<file path="src/rtl/bp_me_mem_cmd_responder.sv">
// Memory-side end of the CCE-MEM link: executes each mem_cmd as single-beat
// backing-store transfers and returns exactly one mem_resp per command.
module bp_me_mem_cmd_responder #(
   parameter int unsigned paddr_width_p  = 40,
   parameter int unsigned block_width_p  = 512,
   parameter int unsigned data_width_p   = 64,
   parameter int unsigned lce_id_width_p = 4,
   parameter int unsigned lce_assoc_p    = 8,
   localparam int unsigned msg_type_width_lp    = 2,
   localparam int unsigned size_width_lp        = 3,
   localparam int unsigned payload_width_lp     = lce_id_width_p + $clog2(lce_assoc_p),
   localparam int unsigned cce_mem_msg_width_lp = msg_type_width_lp + paddr_width_p + size_width_lp
                                                  + payload_width_lp + block_width_p
) (
   input  logic                            clk_i,
   input  logic                            reset_n_i,
   input  logic [cce_mem_msg_width_lp-1:0] mem_cmd_i,
   input  logic                            mem_cmd_v_i,
   output logic                            mem_cmd_ready_o,
   output logic [cce_mem_msg_width_lp-1:0] mem_resp_o,
   output logic                            mem_resp_v_o,
   input  logic                            mem_resp_yumi_i,
   output logic                            mem_v_o,
   output logic                            mem_w_o,
   output logic [paddr_width_p-1:0]        mem_addr_o,
   output logic [data_width_p-1:0]         mem_data_o,
   output logic [data_width_p/8-1:0]       mem_mask_o,
   input  logic                            mem_ready_i,
   input  logic                            mem_data_v_i,
   input  logic [data_width_p-1:0]         mem_data_i
);
   localparam int unsigned bytes_lp     = data_width_p / 8;
   localparam int unsigned off_width_lp = $clog2(bytes_lp);
   localparam int unsigned beats_lp     = block_width_p / data_width_p;
   localparam int unsigned cnt_width_lp = (beats_lp > 1) ? $clog2(beats_lp) : 1;

   typedef enum logic [1:0] {
      e_cce_mem_rd    = 2'd0,
      e_cce_mem_wr    = 2'd1,
      e_cce_mem_uc_rd = 2'd2,
      e_cce_mem_uc_wr = 2'd3
   } msg_type_e;

   typedef struct packed {
      logic [msg_type_width_lp-1:0] msg_type;
      logic [paddr_width_p-1:0]     addr;
      logic [size_width_lp-1:0]     size;
      logic [payload_width_lp-1:0]  payload;
      logic [block_width_p-1:0]     data;
   } mem_msg_s;

   typedef enum logic [2:0] {READY, RD_REQ, RD_DATA, WR_REQ, RESP} state_e;

   state_e                                 r_state, w_state_n;
   mem_msg_s                               r_cmd, w_cmd_n, r_resp, w_resp_n;
   logic [cnt_width_lp-1:0]                r_cnt, w_cnt_n, r_last, w_last_n;
   logic [beats_lp-1:0][data_width_p-1:0]  r_beats, w_beats_n, w_blk;
   logic                                   r_cmd_ready, w_cmd_ready_n, r_resp_v, w_resp_v_n;
   logic                                   r_mem_v, w_mem_v_n, r_mem_w, w_mem_w_n;
   logic [paddr_width_p-1:0]               r_mem_addr, w_mem_addr_n, w_base;
   logic [data_width_p-1:0]                r_mem_data, w_mem_data_n;
   logic [bytes_lp-1:0]                    r_mem_mask, w_mem_mask_n, w_umask;
   logic [off_width_lp-1:0]                w_off;
   logic                                   w_cached;

   // Next state plus next registered outputs, derived from the post-transition state
   always_comb begin
      w_state_n    = r_state;
      w_cmd_n      = r_cmd;
      w_cnt_n      = r_cnt;
      w_last_n     = r_last;
      w_beats_n    = r_beats;
      w_resp_n     = r_resp;
      w_mem_data_n = '0;
      w_mem_mask_n = '0;
      w_umask      = '0;

      case (r_state)
         READY: if (mem_cmd_v_i) begin
            w_cmd_n  = mem_cmd_i;
            w_cnt_n  = '0;
            w_last_n = ((w_cmd_n.msg_type == e_cce_mem_rd) || (w_cmd_n.msg_type == e_cce_mem_wr))
                       ? cnt_width_lp'(beats_lp - 1) : '0;
            w_state_n = ((w_cmd_n.msg_type == e_cce_mem_rd) || (w_cmd_n.msg_type == e_cce_mem_uc_rd))
                        ? RD_REQ : WR_REQ;
         end
         RD_REQ: if (mem_ready_i) w_state_n = RD_DATA;
         RD_DATA: if (mem_data_v_i) begin
            w_beats_n[r_cnt] = mem_data_i;
            if (r_cnt == r_last) w_state_n = RESP;
            else begin
               w_cnt_n   = r_cnt + cnt_width_lp'(1);
               w_state_n = RD_REQ;
            end
         end
         WR_REQ: if (mem_ready_i) begin
            if (r_cnt == r_last) w_state_n = RESP;
            else w_cnt_n = r_cnt + cnt_width_lp'(1);
         end
         RESP: if (mem_resp_yumi_i) w_state_n = READY;
         default: w_state_n = READY;
      endcase

      w_cached = (w_cmd_n.msg_type == e_cce_mem_rd) || (w_cmd_n.msg_type == e_cce_mem_wr);
      w_base   = w_cached ? (w_cmd_n.addr & ~paddr_width_p'(block_width_p / 8 - 1))
                          : (w_cmd_n.addr & ~paddr_width_p'(bytes_lp - 1));
      w_off    = w_cmd_n.addr[off_width_lp-1:0];
      w_blk    = w_cmd_n.data;

      w_cmd_ready_n = (w_state_n == READY);
      w_mem_v_n     = (w_state_n == RD_REQ) || (w_state_n == WR_REQ);
      w_mem_w_n     = (w_state_n == WR_REQ);
      w_mem_addr_n  = w_mem_v_n ? (w_base + (paddr_width_p'(w_cnt_n) << off_width_lp)) : '0;
      w_resp_v_n    = (w_state_n == RESP);

      // Uncached writes place the low bytes of the payload at the address byte offset
      if (w_state_n == WR_REQ) begin
         if (w_cached) begin
            w_mem_data_n = w_blk[w_cnt_n];
            w_mem_mask_n = '1;
         end else begin
            if (w_cmd_n.size >= size_width_lp'(off_width_lp)) w_umask = '1;
            else w_umask = bytes_lp'((32'd1 << (32'd1 << w_cmd_n.size)) - 32'd1);
            w_mem_mask_n = w_umask << w_off;
            w_mem_data_n = w_cmd_n.data[data_width_p-1:0] << {w_off, 3'b000};
         end
      end

      if ((w_state_n == RESP) && (r_state != RESP)) begin
         w_resp_n = w_cmd_n;
         case (w_cmd_n.msg_type)
            e_cce_mem_rd:    w_resp_n.data = w_beats_n;
            e_cce_mem_uc_rd: w_resp_n.data = block_width_p'(w_beats_n[0]);
            default:         w_resp_n.data = '0;
         endcase
      end else if ((r_state == RESP) && mem_resp_yumi_i) begin
         w_resp_n = '0;
      end
   end

   // State and output registers
   always_ff @(posedge clk_i or negedge reset_n_i) begin
      if (!reset_n_i) begin
         r_state     <= READY;
         r_cmd       <= '0;
         r_cnt       <= '0;
         r_last      <= '0;
         r_beats     <= '0;
         r_resp      <= '0;
         r_cmd_ready <= 1'b1;
         r_resp_v    <= 1'b0;
         r_mem_v     <= 1'b0;
         r_mem_w     <= 1'b0;
         r_mem_addr  <= '0;
         r_mem_data  <= '0;
         r_mem_mask  <= '0;
      end else begin
         r_state     <= w_state_n;
         r_cmd       <= w_cmd_n;
         r_cnt       <= w_cnt_n;
         r_last      <= w_last_n;
         r_beats     <= w_beats_n;
         r_resp      <= w_resp_n;
         r_cmd_ready <= w_cmd_ready_n;
         r_resp_v    <= w_resp_v_n;
         r_mem_v     <= w_mem_v_n;
         r_mem_w     <= w_mem_w_n;
         r_mem_addr  <= w_mem_addr_n;
         r_mem_data  <= w_mem_data_n;
         r_mem_mask  <= w_mem_mask_n;
      end
   end

   assign mem_cmd_ready_o = r_cmd_ready;
   assign mem_resp_o      = r_resp;
   assign mem_resp_v_o    = r_resp_v;
   assign mem_v_o         = r_mem_v;
   assign mem_w_o         = r_mem_w;
   assign mem_addr_o      = r_mem_addr;
   assign mem_data_o      = r_mem_data;
   assign mem_mask_o      = r_mem_mask;
endmodule

</file>
<file path="config.mk">
export PLATFORM = sky130hd
export DESIGN_NAME = bp_me_mem_cmd_responder
export DESIGN_NICKNAME = d
export VERILOG_FILES = /design/src/rtl/bp_me_mem_cmd_responder.sv
export SDC_FILE = /design/constraint.sdc
export NUM_CORES = 2
export LEC_CHECK = 0
export ABC_CLOCK_PERIOD_IN_PS = 4700
export CORE_AREA = 2 2 515 517
export DETAILED_ROUTE_END_ITERATION = 8
export DIE_AREA = 0 0 517 519
export PLACE_DENSITY = 0.45
export SLEW_MARGIN = 20
export SYNTH_ARGS = -nofsm -noshare
export SYNTH_HDL_FRONTEND = slang
export SYNTH_SLANG_ARGS = --single-unit
</file>
<file path="constraint.sdc">
create_clock -name clk_i -period 4.7 [get_ports clk_i]
set_clock_uncertainty 0.2 [all_clocks]
set_input_delay 1.175 -clock clk_i [delete_from_list [all_inputs] [get_ports clk_i]]
set_output_delay 1.175 -clock clk_i [all_outputs]
set_load 0.01 [all_outputs]
</file>
# Yosys cells after proc, flatten, opt, wreduce, memory -nomap -nowiden
# Cells that the tools add are included.
# op_classes
n_reduce_logical	13
add_sub_neg	3
n_mux	36
eq_ne	13
shift	4
n_lt_le_gt_ge	4
# op_table
op	n
$mux 564	4
$mux 512	2
$pmux 512 s2	1
$bwmux 512	1
$mux 64	4
$bmux 64 s3	1
$demux 64 s3	1
$shl 64x6->64	1
$add 40x6->40	1
$mux 40	1
$mux 8	5
$mux 3	12
$shl 1x3->32 const A	1
$shl 1x32->8 const A	1
$pmux 3 s5	1
$eq 3x2->1 const B	3
$pmux 3 s3	1
$lt 3x4->1 const B	2
$shl 8x3->8	1
$sub 8x1->8 const B	1
$eq 3x1->1 const B	2
$eq 3x3->1 const B	2
$logic_not 3->1	2
$mux 6	1
other kinds (13)	21
# totals
inputBits	634
regBits	1765
wordCells	101
output_inout_bits	680

# Logic depth before layout (Yosys ltp)
# logic_depth
ltp_word	11
ltp_mapped	19
ltp_nobuf	12

# Worst setup path before layout
# OpenSTA, ideal clock, no wires.
# synth_timing
path_kind	input to register
start	in mem_cmd_v_i
end	reg r_mem_addr[19], in the netlist mem_addr_o[19]
path_buffers	8
arrival_time_ns	4.346
setup_time_ns	0.086
slack_ns	0.068
cell_stages	18
required_ns	4.414
path_cell_list	nor4b_4 -> buf_6 -> buf_12 -> buf_6 -> buf_4 -> buf_4 -> buf_2 -> buf_2 -> mux2i_1 -> nor2_1 -> ha_1 -> fa_1 -> a21oi_1 -> nor3_2 -> nand3_1 -> buf_2 -> nor3_1 -> nor3_1
# synth_via
elab_chain_cells	7
elab_cells_between_ends	15
cone_classes	1 x add/sub; 3 x eq/ne; 8 x mux; 3 x reduce/logical
# synth_lines
item	line	rtl
start, declared	18	input logic mem_cmd_v_i,
$mux 564	79	READY: if (mem_cmd_v_i) begin
$mux 564	78	case (r_state)
$eq 2x1->1 or $logic_not 2->1 (tied branches)	104	w_cached = (w_cmd_n.msg_type == e_cce_mem_rd) || (w_cmd_n.msg_type == e_cce_mem_wr);
$logic_or 1x1->1	104	
$mux 6	105	w_base = w_cached ? (w_cmd_n.addr & ~paddr_width_p'(block_width_p / 8 - 1))
$add 40x6->40	113	w_mem_addr_n = w_mem_v_n ? (w_base + (paddr_width_p'(w_cnt_n) << off_width_lp)) : '0;
$mux 40 (*)	113	
via w_mem_addr_n[19]	60	logic [paddr_width_p-1:0] r_mem_addr, w_mem_addr_n, w_base;
end signal, assigned	168	r_mem_addr <= w_mem_addr_n;
end, declared	60	
# Mark *: on every way through the listed nets, which the timed path passes. The rest lies on a longest branch.
# A chain may end at the register's enable or synchronous reset.

# Final worst setup path
# layout_timing
start	in mem_cmd_v_i
end	reg r_mem_data[16], in the netlist mem_data_o[16]
# layout_via
elab_chain_cells	6
elab_cells_between_ends	15
cone_classes	2 x eq/ne; 1 x shift; 10 x mux; 2 x reduce/logical
# layout_lines
item	line	rtl
parallel branches: the longest is 5 deep, another holds $mux 564	--	
$mux 64 (*)	117	if (w_state_n == WR_REQ) begin
via w_mem_data_n[16]	61	logic [data_width_p-1:0] r_mem_data, w_mem_data_n;
end signal, assigned	169	r_mem_data <= w_mem_data_n;
end, declared	61	
# Mark *: on every way through the listed nets, which the timed path passes. The select of a mux whose other input is x is not followed.

==> reports/results.ini <==
[critical_path]
r2r_setup_slack_ps = 730
path_buf_inv = 4
crit_arrival_ps = 4650
critPathCaptureType = flip-flop
crit_slowest_cell = nor4_1
startpoint_type = primary input
crit_chain = clkdlybuf4s50_1, nor4b_4, buf_4, buf_12, mux2i_4, nand2_1, buf_4, nor4_1, a31oi_1, o211ai_1
path_max_fanout = 20
cpPeakStageDelay_ps = 660
r2r_start = r_state[0]
crit_type = in -> reg
cp.required_ps = 5230
rr_worst_depth = 9
path_depth = 10
worstSetupEndpoint = mem_data_o[16]
cpMostUsedCell = buf_4
startpoint = mem_cmd_v_i
r2r-end = mem_data_o[16]
cp_top_family = buffers and inverters

[yosys]
async_reset_ff_share_pct = 100
synth-seq-area-share_pct = 61.0
synth_common_cells = 1759 x dfrtp_1, 1462 x nand2_1, 636 x mux2_2, 513 x a22o_1, 314 x mux2i_1
synthTopCellsByArea = dfrtp_1 61%, mux2_2 9.9%, nand2_1 7.6%, a22o_1 6.2%, mux2i_1 4.4%
yosysUniqueCellTypes = 85
synth_area_leader_cell = dfrtp_1
synth-edff-count = 0
syn_area_sq_um = 72200
synth_flop_cell = dfrtp_1
yosysMostFrequentCell = dfrtp_1
synthCells = 6038
avgSynthCellArea_sq_um = 12.0
ys_seq_elements = 1760
ys_warn_count = 0
synthDominantCellAreaShare_pct = 60.9

[detailed_routing]
vias = 55000
post_drt_wl_per_cell_um = 30.0
drt_iter0_drc = 3925
totalWireLength_um = 336000
ant_nets = 0
drc = 0
vias_per_cell = 4.91
dr.pass1.iters = 6

[final_layout]
stdcell_area_sq_um = 98400
nets = 8114
finish.utilization_pct = 37.3
fillCellCount = 25900
multi_input_area_sq_um = 26200
drive_gt1_share_pct = 18.0
finalNonFillerCells = 11200
seqCellArea_sq_um = 44000
area_growth_pct = 36.2

[placement]
routabilityCongestion = 0.888
place_hpwl_um = 251000
dp_slack_ps = -156
dp_cells = 10800
placed_cell_area_sq_um = 91500
io_buffers = 1310

[power_and_ir_drop]
finalPower_mw = 64.0
irDropWorstVdd_v = 0.000592
p_leak_nw = 45.3
power.density_nw_per_um2 = 650

[timing]
final_min_period_over_clock_period_pct = 87.7
fmaxAchievable_mhz = 243
slew_viol_final = 0
hold_viol_final = 0
worst_pin_slew_ps = 1130
finalSetupViolations = 0
hold_slack_ps = 47.0
rsz0062_at_grt = no
relSlewSlack_pct = 24.4
period_minus_slack_ps = 4120
setup-tns-final_ps = 0
setup_ws_ps = 580

[clock_tree]
worstSkewPairLatency_ps = 890
h-tree-depth = 4
ctsResizeCount = 0
clock_path_buffers = 3
cts_buffers = 199
cts_tree = done
clkSlewWorstSetupHoldPaths_ps = 60
clkSinkCount = 1760
root_buffer = clkbuf_16
hold_buffers = 0
cts_setup_buffers = 0

[grt]
grt_max_degree = 159
grt_use_total_pct = 24.5
grt_pass1_wl_um = 467000
antenna_found_initial = 118
grt-ovfl-total = 0
grt_pass1_vias = 56700

[die]
die-area_sq_um = 268000
num_rows = 189
start_util_pct = 27.4
die_x_um = 517
core_sq_um = 263000
io_pins = 1314
die_height_um = 519

[job]
drv_cap = 0

[hold_path]
min_path_type = in -> async

[status]
status = complete, no violations

state kept, by name, summed over array words and instances, names as in the netlist:
name and count:
mem_resp_v_o 1, r_cmd 564, r_last 1, r_cnt 3
r_beats 512, mem_mask_o 8, mem_cmd_ready_o 1, r_state 3
mem_addr_o 37, mem_resp_o 564, mem_w_o 1, mem_v_o 1
mem_data_o 64
cells in the final DEF, fill, tap and decap left out, types with 9 or more instances in the layout:
cell type / netlist / routed
dfrtp_1: 1759 / 1759
nand2_1: 1462 / 1461
clkdlybuf4s50_1: 0 / 1307
mux2_2: 636 / 636
a22o_1: 513 / 513
mux2i_1: 314 / 311
buf_4: 14 / 278
clkbuf_16: 0 / 199
nand3_1: 103 / 100
nor2_1: 101 / 98
o21ai_0: 87 / 87
buf_12: 1 / 68
inv_1: 64 / 63
o211ai_1: 56 / 56
clkbuf_1: 204 / 52
a21oi_1: 51 / 50
clkbuf_8: 0 / 44
diode_2: 0 / 35
nand2b_1: 35 / 34
nor4_1: 34 / 33
and2_1: 32 / 31
nor3_1: 26 / 26
clkinv_2: 0 / 26
or3_1: 21 / 21
o221ai_1: 21 / 21
nand4_1: 20 / 20
a221oi_1: 17 / 17
a31oi_1: 16 / 16
or2_2: 15 / 15
clkinv_16: 0 / 14
mux4_2: 13 / 13
nor2b_1: 12 / 12
a211oi_1: 12 / 12
bufinv_16: 0 / 12
xnor2_1: 11 / 11
o22ai_1: 10 / 10
a22oi_1: 9 / 9
a21o_1: 9 / 9
a31o_2: 9 / 9
worst min-delay path by stage:
stage	to	slack [ps]	from	depth (start not counted)
after CTS	r_cmd[154]	30	reset_n_i	1
after global routing	mem_resp_o[118]	30	reset_n_i	1
after global placement	r_cmd[244]	250	r_cmd[244]	2
final	r_cmd[151]	50	reset_n_i	1
after detailed placement	r_cmd[162]	250	r_cmd[162]	2
after floorplan	r_cmd[78]	230	r_cmd[78]	2
routing by layer:
metal | vias up | global-route usage (%) | wire length (um)
li1 | 24100 | - | -
met5 | - | 0 | 346
met3 | 483 | 7.11 | 26500
met2 | 1918 | 39.0 | 157000
met1 | 28500 | 31.5 | 141000
met4 | 54 | 8.79 | 11000
layout make-up:
type                       instances  area share [%]
clock buffer                     295            5.88
sequential                      1760            44.8
multi-input combinational       3785            26.6
clock inverter                    61            1.01
timing repair buffer            1656            16.8
inverter                          72           0.285
tap                             3533            4.49
antenna                           35          0.0890
power breakdown:
part	internal, mW	switching (mW)	leakage, nW	total [mW]
Sequential	20.0	2.16	23.0	22.2
Clock	9.23	6.84	3.28	16.1
Combinational	10.6	15.1	18.9	25.8
Total	39.9	24.1	45.3	64.0
cell families after synthesis:
family	share of synthesized area, %
DFF	61.0
xor gates and xnor gates	0.133
and+or+nand+nor	11.1
muxes	14.7
adders and majority gates	0.114
buffers and inverters	3.04
AOI/OAI and AO/OA	9.93
other	0.0104
(Power assumes the default switching activity.)
